<file path="src/rtl/showcase0_result_fifo.sv">
// Purpose : buffers Showcase0 results {cmp, sc, c} for a slower sink; keeps a running sum
//           of accepted c and a saturating count of samples dropped on overflow.
// Latency : a sample pushed at edge N is visible on out_data/out_vld after edge N (no bypass).
// Backpr. : the producer cannot be stalled; a sample arriving while full (and no pop) is dropped.
//
// Ports:
//   clk, rst_n           clock, asynchronous active-low reset
//   in_vld/in_c/in_cmp/in_sc  producer sample (no ready)
//   clr                  synchronous clear of pointers, level, acc, drop_cnt
//   out_data/out_vld/out_rd   FIFO head {cmp, sc, c} with valid/ready handshake
//   level/full/empty     occupancy status
//   acc                  wrapping sum of accepted in_c
//   drop_cnt             saturating count of dropped samples
module showcase0_result_fifo #(
  parameter int DATA_WIDTH = 32,
  parameter int DEPTH      = 4,
  parameter int CNT_WIDTH  = 16
) (
  input  logic                           clk,
  input  logic                           rst_n,
  input  logic                           in_vld,
  input  logic [DATA_WIDTH-1:0]          in_c,
  input  logic [5:0]                     in_cmp,
  input  logic [7:0]                     in_sc,
  input  logic                           clr,
  output logic [DATA_WIDTH+13:0]         out_data,
  output logic                           out_vld,
  input  logic                           out_rd,
  output logic [$clog2(DEPTH):0]         level,
  output logic                           full,
  output logic                           empty,
  output logic [DATA_WIDTH-1:0]          acc,
  output logic [CNT_WIDTH-1:0]           drop_cnt
);

  localparam int AW = $clog2(DEPTH);
  localparam int LW = AW + 1;
  localparam int OW = DATA_WIDTH + 14;

  logic [OW-1:0] mem [DEPTH];
  logic [AW-1:0] wr_ptr;
  logic [AW-1:0] rd_ptr;

  logic pop;
  logic push;
  logic drop;

  // Status is decoded from the occupancy count rather than pointer compare,
  // which keeps full/empty unambiguous when the pointers are equal.
  assign full    = (level == LW'(DEPTH));
  assign empty   = (level == '0);
  assign out_vld = ~empty;

  assign pop  = out_vld & out_rd;
  // A slot being freed by this cycle's pop can be refilled in the same cycle.
  assign push = in_vld & (~full | pop);
  assign drop = in_vld & full & ~pop;

  // Head is read combinationally from the registered read pointer; zero when
  // empty so the sink never sees stale memory contents.
  assign out_data = empty ? '0 : mem[rd_ptr];

  // Storage is deliberately not reset. clr blocks the write so a cleared
  // FIFO does not carry a half-accepted sample.
  always_ff @(posedge clk) begin
    if (push && !clr) begin
      mem[wr_ptr] <= {in_cmp, in_sc, in_c};
    end
  end

  always_ff @(posedge clk or negedge rst_n) begin
    if (!rst_n) begin
      wr_ptr   <= '0;
      rd_ptr   <= '0;
      level    <= '0;
      acc      <= '0;
      drop_cnt <= '0;
    end else if (clr) begin
      wr_ptr   <= '0;
      rd_ptr   <= '0;
      level    <= '0;
      acc      <= '0;
      drop_cnt <= '0;
    end else begin
      // DEPTH is a power of two, so pointers wrap naturally.
      if (push) begin
        wr_ptr <= wr_ptr + AW'(1);
        acc    <= acc + in_c;
      end
      if (pop) begin
        rd_ptr <= rd_ptr + AW'(1);
      end
      case ({push, pop})
        2'b10:   level <= level + LW'(1);
        2'b01:   level <= level - LW'(1);
        default: level <= level;
      endcase
      if (drop && (drop_cnt != {CNT_WIDTH{1'b1}})) begin
        drop_cnt <= drop_cnt + CNT_WIDTH'(1);
      end
    end
  end

endmodule

</file>
<file path="config.mk">
export PLATFORM = sky130hd
export DESIGN_NAME = showcase0_result_fifo
export DESIGN_NICKNAME = d
export VERILOG_FILES = /design/src/rtl/showcase0_result_fifo.sv
export SDC_FILE = /design/constraint.sdc
export NUM_CORES = 1
export LEC_CHECK = 0
export ABC_AREA = 1
export ABC_CLOCK_PERIOD_IN_PS = 3800
export BUFFER_PORTS_ARGS = -buffer_cell sky130_fd_sc_hd__buf_2
export CORE_MARGIN = 1.5
export CORE_UTILIZATION = 46
export DETAILED_ROUTE_END_ITERATION = 8
export GPL_ROUTABILITY_DRIVEN = 1
export GPL_TIMING_DRIVEN = 0
export PLACE_DENSITY_LB_ADDON = 0.25
export SLEW_MARGIN = 5
export SYNTH_ARGS = -nofsm -noshare
export SYNTH_HDL_FRONTEND = slang
export SYNTH_SLANG_ARGS = --single-unit
</file>
<file path="constraint.sdc">
create_clock -name clk -period 3.8 [get_ports clk]
set_input_delay 0.19 -clock clk [delete_from_list [all_inputs] [get_ports clk]]
set_output_delay 0.19 -clock clk [all_outputs]
set_load 0.02 [all_outputs]
</file>
# Word-level counts from Yosys, hierarchy flattened
# Memories as Yosys holds them, arrays and structs flattened.
# Cells that the tools add are included.
dict set report classes {
  n_addsub 6
  eq_ne 4
  n_mux 13
  bitwise 8
  n_reduce_logical 8
}
# operator n
set op_table {}
lappend op_table {{$mux 32} 2}
lappend op_table {{$mux 46} 1}
lappend op_table {{$add 32x32->32} 1}
lappend op_table {{$mux 16} 2}
lappend op_table {{$add 16x1->16 const B} 1}
lappend op_table {{$ne 16x16->1 const B} 1}
lappend op_table {{$mux 2} 4}
lappend op_table {{$pmux 3 s2} 1}
lappend op_table {{$reduce_bool 2->1} 3}
lappend op_table {{$add 2x1->2 const B} 2}
lappend op_table {{$and 1x1->1} 4}
lappend op_table {{$add 3x1->3 const B} 1}
lappend op_table {{$eq 3x3->1 const B} 1}
lappend op_table {{$logic_not 3->1} 1}
lappend op_table {{$mux 3} 1}
lappend op_table {{$not 1->1} 3}
lappend op_table {{$reduce_bool 3->1} 1}
lappend op_table {{$sub 3x1->3 const B} 1}
lappend op_table {{$eq 2x1->1 const B} 1}
lappend op_table {{$eq 2x2->1 const B} 1}
lappend op_table {{$logic_and 1x1->1} 2}
lappend op_table {{$mux 1} 2}
lappend op_table {{$logic_not 1->1} 1}
lappend op_table {{$or 1x1->1} 1}
dict set report totals {
  register_bits 55
  ramBits 184
  in_bits 51
  out_inout_bits 100
  wordCells 45
  memories 1
}
# name depth word_bits rd rd_clocked_by_memory_dff wr line
set mem_list {}
lappend mem_list {mem 4 46 1 0 1 40} ;# logic [OW-1:0] mem [DEPTH];

# Longest topological paths before layout
# Gate-level depths: netlist (run 1).
dict set report logic_depth {
  depth_word 8
  ltp_mapped 14
  ltp_nobuf 14
}

# Least setup slack after synthesis (run 1)
# No wires, ideal clock.
dict set report synth_timing {
  path_kind {register to register}
  startpoint {register level[0]}
  endpoint {memory mem[0][0] in the netlist's numbering (enable)}
  setup_ns 0.450
  arrival_ns 3.218
  required_time_ns 3.350
  slack_ns 0.133
  stages_incl_launch_ff 8
  n_path_buf 1
  period_less_slack_ns 3.667
  path_cell_list {dfrtp_1 nor3_2 nand2_2 nand2_2 nor2_2 clkinv_2 buf_4 nor2_1}
}
dict set report synth_between {
  word_cells_on_any_way 10
}
# element line
set synth_lines {}
lappend synth_lines {{from (decl)} 29} ;# output logic [$clog2(DEPTH):0] level,
lappend synth_lines {{from (signal assigned)} 94} ;# 2'b10: level <= level + LW'(1);
lappend synth_lines {{from (signal assigned)} 95} ;# 2'b01: level <= level - LW'(1);
lappend synth_lines {{from (signal assigned)} 96} ;# default: level <= level;
lappend synth_lines {{$eq 3x3->1} 50} ;# assign full = (level == LW'(DEPTH));
lappend synth_lines {{net full} 30} ;# output logic full,
lappend synth_lines {{$not 1->1} 56} ;# assign push = in_vld & (~full | pop);
lappend synth_lines {{$or 1x1->1} 56}
lappend synth_lines {{$and 1x1->1} 56}
lappend synth_lines {{$logic_and 1x1->1} 66} ;# if (push && !clr) begin
lappend synth_lines {{$mux 1} 66}
lappend synth_lines {{$mux 1 (not written as such)} 67} ;# mem[wr_ptr] <= {in_cmp, in_sc, in_c};
lappend synth_lines {{to (decl)} 40}
# The timed path passes the listed nets, and every way through them passes these cells.

# Final worst setup path (run 1)
dict set report layout_timing {
  startpoint {register level[1]}
  endpoint {output out_data[20]}
}
dict set report layout_between {
  elab_chain_cells 2
}
# element line
set layout_lines {}
lappend layout_lines {{$logic_not 3->1} 51} ;# assign empty = (level == '0);
lappend layout_lines {{$mux 46} 61} ;# assign out_data = empty ? '0 : mem[rd_ptr];
lappend layout_lines {{to (decl)} 26} ;# output logic [DATA_WIDTH+13:0] out_data,
# Every way passes these cells.

==> run summary, run 1 <==
The worst hold-check slack came out at around 140 ps. The post-layout minimum cycle time came out at ~2800 ps. IR analysis of the VDD net gives a maximum drop of around 0.00037 V. The number of hold buffers added after cts is 48. The adder and majority cell fraction of the synthesized area is 0.0410. The overall routing resource usage came out at 0.240.

The final wirelength came out at 31.8 mm. The kind of cell with the highest combined delay on the critical path is buffers and inverters. The maximum number of pins on one net before global-route repair came out at 56.

The met2 routing resource usage after global routing is 0.402. The number of clock sinks came out at 239. The worst setup path is launched from a flip-flop. The final layout net count is 1668. The number of enable-type register cells in the synthesized netlist came out at 184. The mean area per synthesized cell came out at approximately 8.9 sq um. The final period utilization is 0.738. The detailed router placed 9798 vias in this run. The final global-route overflow total came out at 0. The repair_antennas step left the layout with diodes totalling 0. In the final layout, the share of cells above drive strength 1 is 0.146. The number of gates resized after CTS was 0. Summing all placed instances gives a cell area of roughly 13000 sq um. The first detailed-routing pass ran for 7 iterations. Of the total synthesized cell area, the portion taken by XOR and XNOR cells is 0.00585. The maximum single-stage delay on the critical path came out at around 480 ps. The switching portion of total power came out at 0.361.

The worst-case headroom to the max-slew limit is 0.436. The number of buffers inserted during clock tree synthesis is 25. The clock root buffer master is sky130_fd_sc_hd__clkbuf_16.

The share of synthesized flip-flops with an asynchronous set or reset came out at 0.230. Of the total power, registers draw 0.370. The maximum clock frequency is 0.357 GHz. The slack of the worst reg-to-reg path is about 1100 ps.

The core area came out at around 25000 sq um. The power density over the cells came out at 571 nW/um^2. The setup-violating endpoint count in the final report came out at 0. The cell area after synthesis is 12000 sq um. The worst setup path is captured at a primary output. The boundary pin count came out at between 150 and 200.

The number of global-route vias before repair came out at 9573. The share of power burned in the clock network is 0.302. With fillers left out, the area of the finished cells amounts to 14600 sq um. The clock input transition at the sequential cells of the worst setup and hold paths is 60 ps.

The number of maximum-capacitance violations came out at 0. The static power due to leakage is 6.58 nW. The worst hold path belongs to the class input port to flip-flop. The number of antenna violations at the first check in global routing came out at 0. Counting both buffers and inverters, the worst setup path holds a total of 3. The critical path in this run is classified as flip-flop to primary output. The synthesis-to-finish area growth came out at 22.0%. In this run the horizontal extent of the chip is 164 um. met2 is the most crowded layer. The count of standard-cell rows is 58. The number of buffers inserted to repair setup after CTS came out at 0.

The mux cell area share after synthesis is 0.000836. TritonCTS built the clock tree. The initial core utilization is 0.473.

The compound-gate portion of the synthesized area is 0.0944. By area, the combinational part of the netlist is dominated by simple AND/OR/NAND/NOR gates. The total number of yosys warnings came out at 0. For met1 alone, demand over resource in global routing was 0.317. The flow ran to the end, and the final reports show no timing, DRC or antenna violations. The final setup slack of the worst path came out at approximately 1000 ps. The unique cell type count in the Yosys netlist came out at 38. The count of nets left with antenna violations after detail routing came out at 0. The CTS H-tree depth came out at 1. The maximum count of clock buffers along a single path came out at 3. The clock insertion delay at the later pin of the skew report came out at 520 ps. For this run, the leading register cell type out of synthesis is sky130_fd_sc_hd__edfxtp_1. The internal portion of the total power is 5.33 mW. In this run the power spent charging and discharging nets is 3.01 mW. The cell with the largest stage delay on the worst path is sky130_fd_sc_hd__buf_1. The top cell types in the final layout, fill and taps aside, are sky130_fd_sc_hd__nand2_1 (316), sky130_fd_sc_hd__nor2_1 (249), sky130_fd_sc_hd__edfxtp_1 (184).

The sum of negative setup slack came out at 0 ps. The height of the chip is ~160 um. The critical path required time is 3610 ps. The routed wire length per instance came out at 16.5 um. The number of DRC markers in iteration 0 is 700. The simple logic cell fraction of the synthesized area came out at 0.219. The worst clock skew on the final layout is 10.2 ps.

The worst-path maximum fanout came out at 10. The met3 routing resource usage after global routing is 0.0303. The sequential area share after synthesis came out at 0.577. The full die area is 27000 sq um. The slew at the pin with the worst max-slew slack is 844 ps. The most numerous cell type found on the critical path is sky130_fd_sc_hd__buf_2. The count of buffers added on input and output ports is 150. The critical path goes through nor3_2 -> buf_2 -> buf_1 -> a21oi_1 -> buf_2.

The sum of net half-perimeters after detailed placement came out at about 23 mm. The worst setup slack after placement is approximately 1100 ps. The final weighted congestion of routability-driven global placement came out at roughly 0.93. Setup repair after global routing left no endpoint under its margin. The hold violation count in the final report is 0.

The cell count after synthesis came out at 1349. The residual DRC count came out at 0. After detailed routing, the number of vias per cell comes to around 5. The synthesized net count is 1438. The global-route wire length before repair is 50.0 mm. For the worst setup path, the data arrival time is roughly 2600 ps.

The combinational power share is 0.328. The max-slew violation total from the final report is 0. The number of synthesized register bits came out at 239. Leaving out fill and tap cells, the most frequent cell in the layout is sky130_fd_sc_hd__nand2_1.
[stage by stage]
step / power, mW / util / cells
6_report: 8.34 / 0.577 / 1928
5_1_grt: 8.78 / 0.577 / 1928
4_1_cts: 8.37 / 0.577 / 1928
3_5_place_dp: 5.83 / 0.524 / 1834
3_3_place_gp: 5.78 / 0.519 / 1829
2_1_floorplan: 4.87 / - / 1349
[metal layers]
metal  up-vias  part of all wire  wire length (um)
met3        76             0.051              1630
met1      4530              0.44             13900
li1       4903                 -                 -
met2       289              0.47             15000
met4         0             0.038              1200
met5         -                 0                 0
[Yosys cell counts, types with 7 or more instances]
| cell | instances | area (sq um) |
|---|---|---|
| sky130_fd_sc_hd__ha_1 | 36 | 450 |
| sky130_fd_sc_hd__buf_1 | 8 | 30.0 |
| sky130_fd_sc_hd__dfrtp_1 | 55 | 1380 |
| sky130_fd_sc_hd__clkbuf_1 | 19 | 71.3 |
| sky130_fd_sc_hd__nor3_1 | 7 | 35.0 |
| sky130_fd_sc_hd__buf_2 | 17 | 85.1 |
| sky130_fd_sc_hd__nand3_1 | 51 | 255 |
| sky130_fd_sc_hd__nor2_1 | 253 | 950 |
| sky130_fd_sc_hd__a21oi_1 | 83 | 415 |
| sky130_fd_sc_hd__o21ai_0 | 116 | 581 |
| sky130_fd_sc_hd__inv_1 | 141 | 529 |
| sky130_fd_sc_hd__nand4_1 | 8 | 50.1 |
| sky130_fd_sc_hd__nand2_1 | 316 | 1190 |
| sky130_fd_sc_hd__o21ai_1 | 9 | 45.0 |
| sky130_fd_sc_hd__edfxtp_1 | 184 | 5530 |
[flip-flops by register name, summed over array words and instances, names as in the netlist]
signal / flops
acc: 32
drop_cnt: 16
level: 3
mem: 184
rd_ptr: 2
wr_ptr: 2
[layout make-up]
cell class | instances | area [sq um]
Timing Repair Buffer | 203 | 1350
Inverter | 145 | 546
Tap cell | 330 | 413
Clock buffer | 33 | 666
Buffer | 46 | 205
Fill cell | 2205 | 10700
Multi-Input combinational cell | 919 | 4350
Clock inverter | 13 | 179
Sequential cell | 239 | 6900
[path summary, 6_finish.rpt]
| path | from | endpoint | depth (start not counted) |
|---|---|---|---|
| max | level[1] | out_data[20] | 5 |
| min | out_rd | rd_ptr[0] | 5 |
| max reg2reg | level[2] | mem[0][39] | 9 |
| min reg2reg | acc[29] | acc[29] | 2 |
| max in group asynchronous | rst_n | acc[1] | 2 |
| min in group asynchronous | rst_n | acc[9] | 2 |
[worst reg2reg max path, stage by stage (launching register included)]
cell,delay (ps)
sky130_fd_sc_hd__dfrtp_1,440
sky130_fd_sc_hd__inv_2,80
sky130_fd_sc_hd__nor3_2,40
sky130_fd_sc_hd__nand2_2,90
sky130_fd_sc_hd__nand2_2,90
sky130_fd_sc_hd__nor2_2,180
sky130_fd_sc_hd__clkinv_2,220
sky130_fd_sc_hd__buf_4,270
sky130_fd_sc_hd__nor2_4,660
sky130_fd_sc_hd__buf_12,270
[power by group through the flow]
stage                     clock, mW  combinational (mW)  sequential, mW
after CTS                      2.54                2.75            3.08
after global placement            0                2.63            3.14
final                          2.51                2.74            3.09
after detailed placement          0                2.69            3.14
after floorplan                   0                1.65            3.22
after global routing           2.64                3.03            3.11
[cells by family (layout without fill, tap and decap cells)]
| group | count (synthesis) | after routing |
|---|---|---|
| flip-flops | 239 | 239 |
| buffers and inverters | 191 | 440 |
| XOR/XNOR | 8 | 8 |
| AND/OR/NAND/NOR | 652 | 652 |
| multiplexers | 1 | 1 |
| AO/OA/AOI/OAI | 220 | 220 |
| adder cells (fa/ha/maj) | 38 | 38 |
(Power assumes the default switching activity.)
==> run 2, diff against run 1 <==
- ABC_CLOCK_PERIOD_IN_PS: 3800 -> 2800
- clock period: 3.8 -> 2.8 ns (I/O delays scaled with it)
==> run 2 against run 1 <==
Net effect: largest cell class unchanged; combinational power grew 37%; highest routed layer unchanged; wire length grew 0.93%; first-iteration DRC count grew 17%.
==> run summary, run 2 (synthesized netlist as in run 1, its figures left out) <==
The number of buffers inserted by port buffering is 150. The register with the most flip-flops in the final layout is mem. The final weighted congestion of routability-driven global placement is 0.927. The clock arrives with 8.97 ps of skew. The final route contains about 10000 vias. The floorplan die width came out at 164 um. The final wirelength came out at 32.1 mm. The sequential cell area is slightly below 7000 sq um. The maximum number of pins on one net before global-route repair is 56.

The flip-flop count of the largest register after layout came out at around 180. The number of DRC markers in iteration 0 is 819. The setup check on the worst reg-to-reg path leaves a slack of 210 ps.

The run finished with clean final reports. After layout, the minimum clock period comes to approximately 2700 ps. The maximum clock frequency came out at approximately 0.38 GHz.

In the final routed layout, each cell accounts on average for 16.6 um. The max-slew violation total from the final report came out at 0. The total area of multi-input combinational cells came out at 4350 sq um. The tightest min-delay check is of the input port to flip-flop type.

The hold violation count in the final report is 0. Clock-pin slew was measured on the worst setup and hold paths at ~60 ps. No sink is reached through more buffers than the 3 on the longest clock path. The floorplan has 58 rows.

For this run the aggregate overflow at the end of global routing stands at 0. The largest registers in the layout are mem: 184 flops, acc: 32 flops, drop_cnt: 16 flops. The height of the chip is 164 um. The cell that appears most often on the critical path is sky130_fd_sc_hd__buf_2. The final standard cell area without fillers came out at 14700 sq um. The number of clock sinks came out at 239.

For the pin with the worst max-slew slack, the measured transition is 786 ps. Prior to clock tree synthesis, the placed netlist has a worst setup slack of between 100 and 150 ps. In the routed design, unresolved DRC markers number 0. STA classifies the critical path endpoint as a primary output. Across the run, the number of max-cap violations was 0. The number of fill cells is between 2000 and 2500. The startpoint type of the worst setup path is a flip-flop.

After layout, the worst setup slack is about 140 ps. The instance area at placement is approximately 13000 sq um. The library cell used most frequently in the layout, excluding fill and tap cells, is sky130_fd_sc_hd__nand2_1. The number of antenna diodes in the final layout is 0. Setup repair after global routing left no endpoint under its margin. The core occupancy in the finished layout came out at 0.579. The boundary pin count is 151. The detailed-routing iteration count for the pre-antenna-repair pass is 5.

TritonCTS built the clock tree. The signal on the critical path passes through nor3_2 -> buf_2 -> buf_1 -> a21oi_1 -> buf_2. The critical path class is flip-flop to primary output. The library cells used most frequently in the layout, excluding fill and tap cells, are sky130_fd_sc_hd__nand2_1 (316), sky130_fd_sc_hd__nor2_1 (249), sky130_fd_sc_hd__edfxtp_1 (184).

The initial core utilization is 0.473. The mean number of vias per cell came out at between 5 and 6. The synthesis-to-finish area growth is 22.6%. The sum of net half-perimeters after detailed placement is 22.5 mm.

The global-route wire length before repair came out at about 50 mm. The worst vdd rail ir drop is 0.000447 V. The worst-path maximum fanout is 10. The power density over the cells came out at 777 nW/um^2.

The number of antenna violations at the first check in global routing came out at 0. The core area is around 25000 sq um. In this run the clock root is driven by a sky130_fd_sc_hd__clkbuf_16. The overall routing resource usage came out at 0.241.

The arrival time reported for the critical path endpoint is 2520 ps. The setup-violating endpoint count in the final report came out at 0. The full die area is 27000 sq um. The share of cells above drive strength 1 is 0.150.

The count of nets left with antenna violations after detail routing came out at 0. At the later pin of the worst-skew pair, clock insertion delay measures 530 ps. The number of buffers inserted during clock tree synthesis came out at 26.

On the critical path, the stage with the largest delay is an instance of sky130_fd_sc_hd__buf_1. The number of global-route vias before repair came out at 9609. Post-CTS timing repair inserted 0 buffers for setup. Measured against its own limit, the worst slew margin works out to 0.476.

On the worst path, the slowest cell contributes a delay of 460 ps. The static power due to leakage is ~6.6 nW. The final layout net count came out at 1671. The CTS H-tree depth is 1. The final period utilization is 0.952. The critical path required time came out at 2660 ps.
==> run 2: cell count changes in the layout (fill, tap and decap cells not counted), sizes merged <==
| cell | change |
|---|---|
| clkinv | +4 |
| clkinvlp | +2 |
| bufinv | -1 |
| clkbuf | -1 |
| inv | -1 |
| nor2 | +1 |
==> run 2: final timing paths <==
kind                       cells after the start  startpoint      endpoint
max                                            5    level[1]  out_data[18]
min                                            6      in_vld       acc[13]
max reg2reg                                    8    level[0]    mem[3][36]
min reg2reg                                    2     acc[25]       acc[25]
max in group asynchronous                      2       rst_n     rd_ptr[0]
min in group asynchronous                      2       rst_n     wr_ptr[0]
==> run 2: final cells by class <==
cell class / instances / area share
sequential: 239 / 0.470
multi-input combinational: 920 / 0.297
timing repair buffer: 204 / 0.0948
clock buffer: 31 / 0.0471
inverter: 145 / 0.0372
tap: 330 / 0.0281
buffer: 46 / 0.0141
clock inverter: 17 / 0.0119
==> run 2: through the flow <==
step	cells	power (mW)	hold slack, ps	TNS, ps
after global placement	1829	7.84	352	-195790
after global routing	1932	12.0	152	0
after CTS	1931	11.4	78.7	0
after floorplan	1349	6.61	-156	-17410
after detailed placement	1835	7.92	273	0
final	1932	11.4	79.7	0
==> run 2: timing repair <==
action | 4_1_cts | 5_1_grt
resized for setup | 0 | 1
hold buffers | 48 | 0
setup endpoints to repair | 0 | 31
hold endpoints to repair | 241 | 0
==> run 2: power by group <==
part	switching [mW]	total [mW]	internal (mW)
clock	1.43	3.47	2.05
sequential	0.135	4.19	4.05
combinational	2.60	3.75	1.14
==> run 2: per-layer routing <==
layer / routed length [um] / global-route usage / up-vias
li1: - / - / 4916
met1: 14000 / 0.324 / 4669
met2: 15700 / 0.417 / 299
met3: 1790 / 0.0250 / 47
met4: 674 / 0.0640 / 0
met5: 0 / 0 / -
==> run 2: critical path, delay by kind of cell (launching register included) <==
family | cells | cell delay, ps
buffers and inverters | 3 | 1020
DFF | 1 | 450
AOI/OAI and AO/OA | 1 | 100
and+or+nand+nor | 1 | 430
==> run 3, diff against run 2 <==
- ABC_CLOCK_PERIOD_IN_PS: 2800 -> 2650
- SLEW_MARGIN: 5 -> 10
- clock period: 2.8 -> 2.65 ns (I/O delays scaled with it)
==> run 3 against run 2 <==
Net effect: register-to-register slack hardly changed; via count shrank 0.11%; global-route usage up 0.17 points; wire length is 0.39% higher; critical endpoint is now out_data[16]; final cell count barely moved; utilization grew 0.069 points; sequential cell count unchanged; first-iteration DRC count fell by 0.24%; sequential power is 5.5% higher; design area grew 0.12%; non-clock buffer count unchanged; clock skew is essentially flat.
==> run summary, run 3 (synthesized netlist as in run 1, its figures left out) <==
The run finished with clean final reports. The maximum clock frequency is 0.395 GHz. Final hold analysis gives a worst-case slack of 72.5 ps. Between clock sinks in the finished design, the worst skew comes to 9.36 ps. At the worst endpoint, the required time is 2520 ps. The global-route wire length before repair came out at about 51 mm. Setup violations remaining at the end of the flow were counted as 0. The maximum count of clock buffers along a single path came out at 3.

CTS saw 239 sinks. The detailed-routing iteration count for the pre-antenna-repair pass came out at 5. The overall power after layout is 12.1 mW. TritonCTS built the clock tree.

The maximum single-stage delay on the critical path is ~320 ps. The tightest min-delay check is of the input port to flip-flop type. The critical path class is flip-flop to primary output.

The final period utilization is 0.956. The register with the most flip-flops in the layout has 184 of them. The count of standard-cell rows is 58. During placement, the flow inserted port buffers numbering 150. Across every metal layer, demand over resource in global routing totals 0.243. The post-layout minimum cycle time is 2530 ps. The worst vdd rail ir drop came out at around 0.00048 V.

The number of fill cells is 2228. The number of antenna diodes is 0. Counting flops per register, the top entry is mem. At the pin with the least slew margin, the transition time is between 800 and 900 ps.

The worst-path maximum fanout is 10. After detailed routing, the number of remaining DRC violations is 0. In this run the tightest slew margin relative to its limit is 0.458. The routed wire length per instance came out at 16.7 um. The static power due to leakage came out at 6.64 nW.

For this design the ratio of total power to cell area is 820 nW/um^2. The number of antenna violations at the first check in global routing is 0. The number of global-route vias before repair came out at 9637. The clock root buffer master is sky130_fd_sc_hd__clkbuf_16.

The boundary pin count came out at 151. The largest registers in the layout are mem: 184 flops, acc: 32 flops, drop_cnt: 16 flops. For this design, the slowest cell found on the critical path is sky130_fd_sc_hd__dfrtp_1. The number of maximum-capacitance violations came out at 0. The final global-route overflow total came out at 0. The number of clock buffers added by TritonCTS is 26. The sum of net half-perimeters after detailed placement came out at 22.5 mm. The library cells used most frequently in the layout, excluding fill and tap cells, are sky130_fd_sc_hd__nand2_1 (316), sky130_fd_sc_hd__nor2_1 (249), sky130_fd_sc_hd__edfxtp_1 (184). The number of DRC markers in iteration 0 is 817. The full die area came out at 27000 sq um. The overall via count from detail_route is 9920. The startpoint type of the worst setup path is a flip-flop.

The core occupancy in the finished layout came out at 0.580. Traced cell by cell, the critical path runs through clkbuf_1 -> buf_2 -> buf_2 -> nor2_1 -> nor2_1 -> o21ai_0 -> a21oi_1 -> buf_2. The clock input transition at the sequential cells of the worst setup and hold paths is roughly 60 ps. The final wirelength is 32.2 mm. The worst register-to-register path has a setup slack of 200 ps. The library cell used most frequently in the layout, excluding fill and tap cells, is sky130_fd_sc_hd__nand2_1. Setup repair after global routing could not meet its margin everywhere.

The count of nets left with antenna violations after detail routing came out at 0. The clock insertion delay at the later pin of the skew report is 530 ps. The share of cells above drive strength 1 is 0.157. The initial core utilization is 0.473. Relative to the synthesized area, the layout overhead comes to 22.8%. STA classifies the critical path endpoint as a primary output. The cell that appears most often on the critical path is sky130_fd_sc_hd__buf_2.

The CTS H-tree depth is 1. The congestion estimate from routability-driven global placement came to 0.927. The max-slew violation total from the final report came out at 0. The hold violation count in the final report came to 0. In this run the vertical extent of the chip is 164 um.

The arrival time reported for the critical path endpoint is 2400 ps. Post-CTS timing repair inserted 0 buffers for setup. The core area came out at 25300 sq um. The floorplan die width is 164 um. After the last flow step, the layout net total stands at around 1700.

The maximum number of pins on one net before global-route repair is 56. The mean number of vias per cell is 5.13.
[run 3: report_power, final]
part,switching (mW),leakage (nW),internal (mW),total (mW)
clock,1.51,0.415,2.16,3.67
combinational,2.74,3.81,1.22,3.96
sequential,0.143,2.41,4.28,4.42
[run 3: routing by layer]
layer | part of all wire | vias to the layer above | wire (um) | GRT usage
met5 | 0 | - | 0 | 0
li1 | - | 4919 | - | -
met4 | 0.022 | 0 | 717 | 0.0645
met2 | 0.49 | 297 | 15700 | 0.421
met1 | 0.43 | 4653 | 13900 | 0.323
met3 | 0.059 | 51 | 1890 | 0.0273
[run 3: cell type report]
| cell class | count | area [sq um] | area share |
|---|---|---|---|
| plain buffers | 46 | 218 | 0.0148 |
| multi-input cells | 921 | 4360 | 0.297 |
| well taps | 330 | 413 | 0.0281 |
| flip-flops and latches | 239 | 6900 | 0.470 |
| repair buffers | 204 | 1390 | 0.0947 |
| clock buffers | 31 | 691 | 0.0470 |
| inverters | 145 | 546 | 0.0371 |
| clock inverters | 17 | 174 | 0.0118 |
[run 3: worst paths after layout]
path / from / endpoint / cells past startpoint
worst max-delay path: rd_ptr[0] / out_data[16] / 8
worst min-delay path: in_vld / acc[13] / 6
worst max register to register: level[0] / mem[1][42] / 8
worst min register to register: acc[25] / acc[25] / 2
max in group asynchronous: rst_n / rd_ptr[0] / 2
min in group asynchronous: rst_n / wr_ptr[0] / 2
[run 3: what timing repair did]
action,4_1_cts,5_1_grt
hold buffers,48,0
endpoints found under the hold margin,241,0
gates cloned,2,0
resized for setup,2,14
pin swaps,2,0
endpoints found under the setup margin,60,29
[run 3: metrics by stage]
stage	cells	instance area, sq um	worst slack, ps	setup TNS, ps
CTS	1933	14700	29.9	0
global placement	1829	13100	-1270	-223390
global route	1933	14700	-52.2	-52.2
detailed placement	1835	13300	-49.9	-1350
finish	1933	14700	116	0
floorplan	1349	12000	-245	-45010
[run 3: worst max-delay path: cells and delay by family (launching register included)]
family                 cells  cell delay (ps)
buffers and inverters      4             1030
AOI/OAI and AO/OA          2              370
and+or+nand+nor            2              140
DFF                        1              320
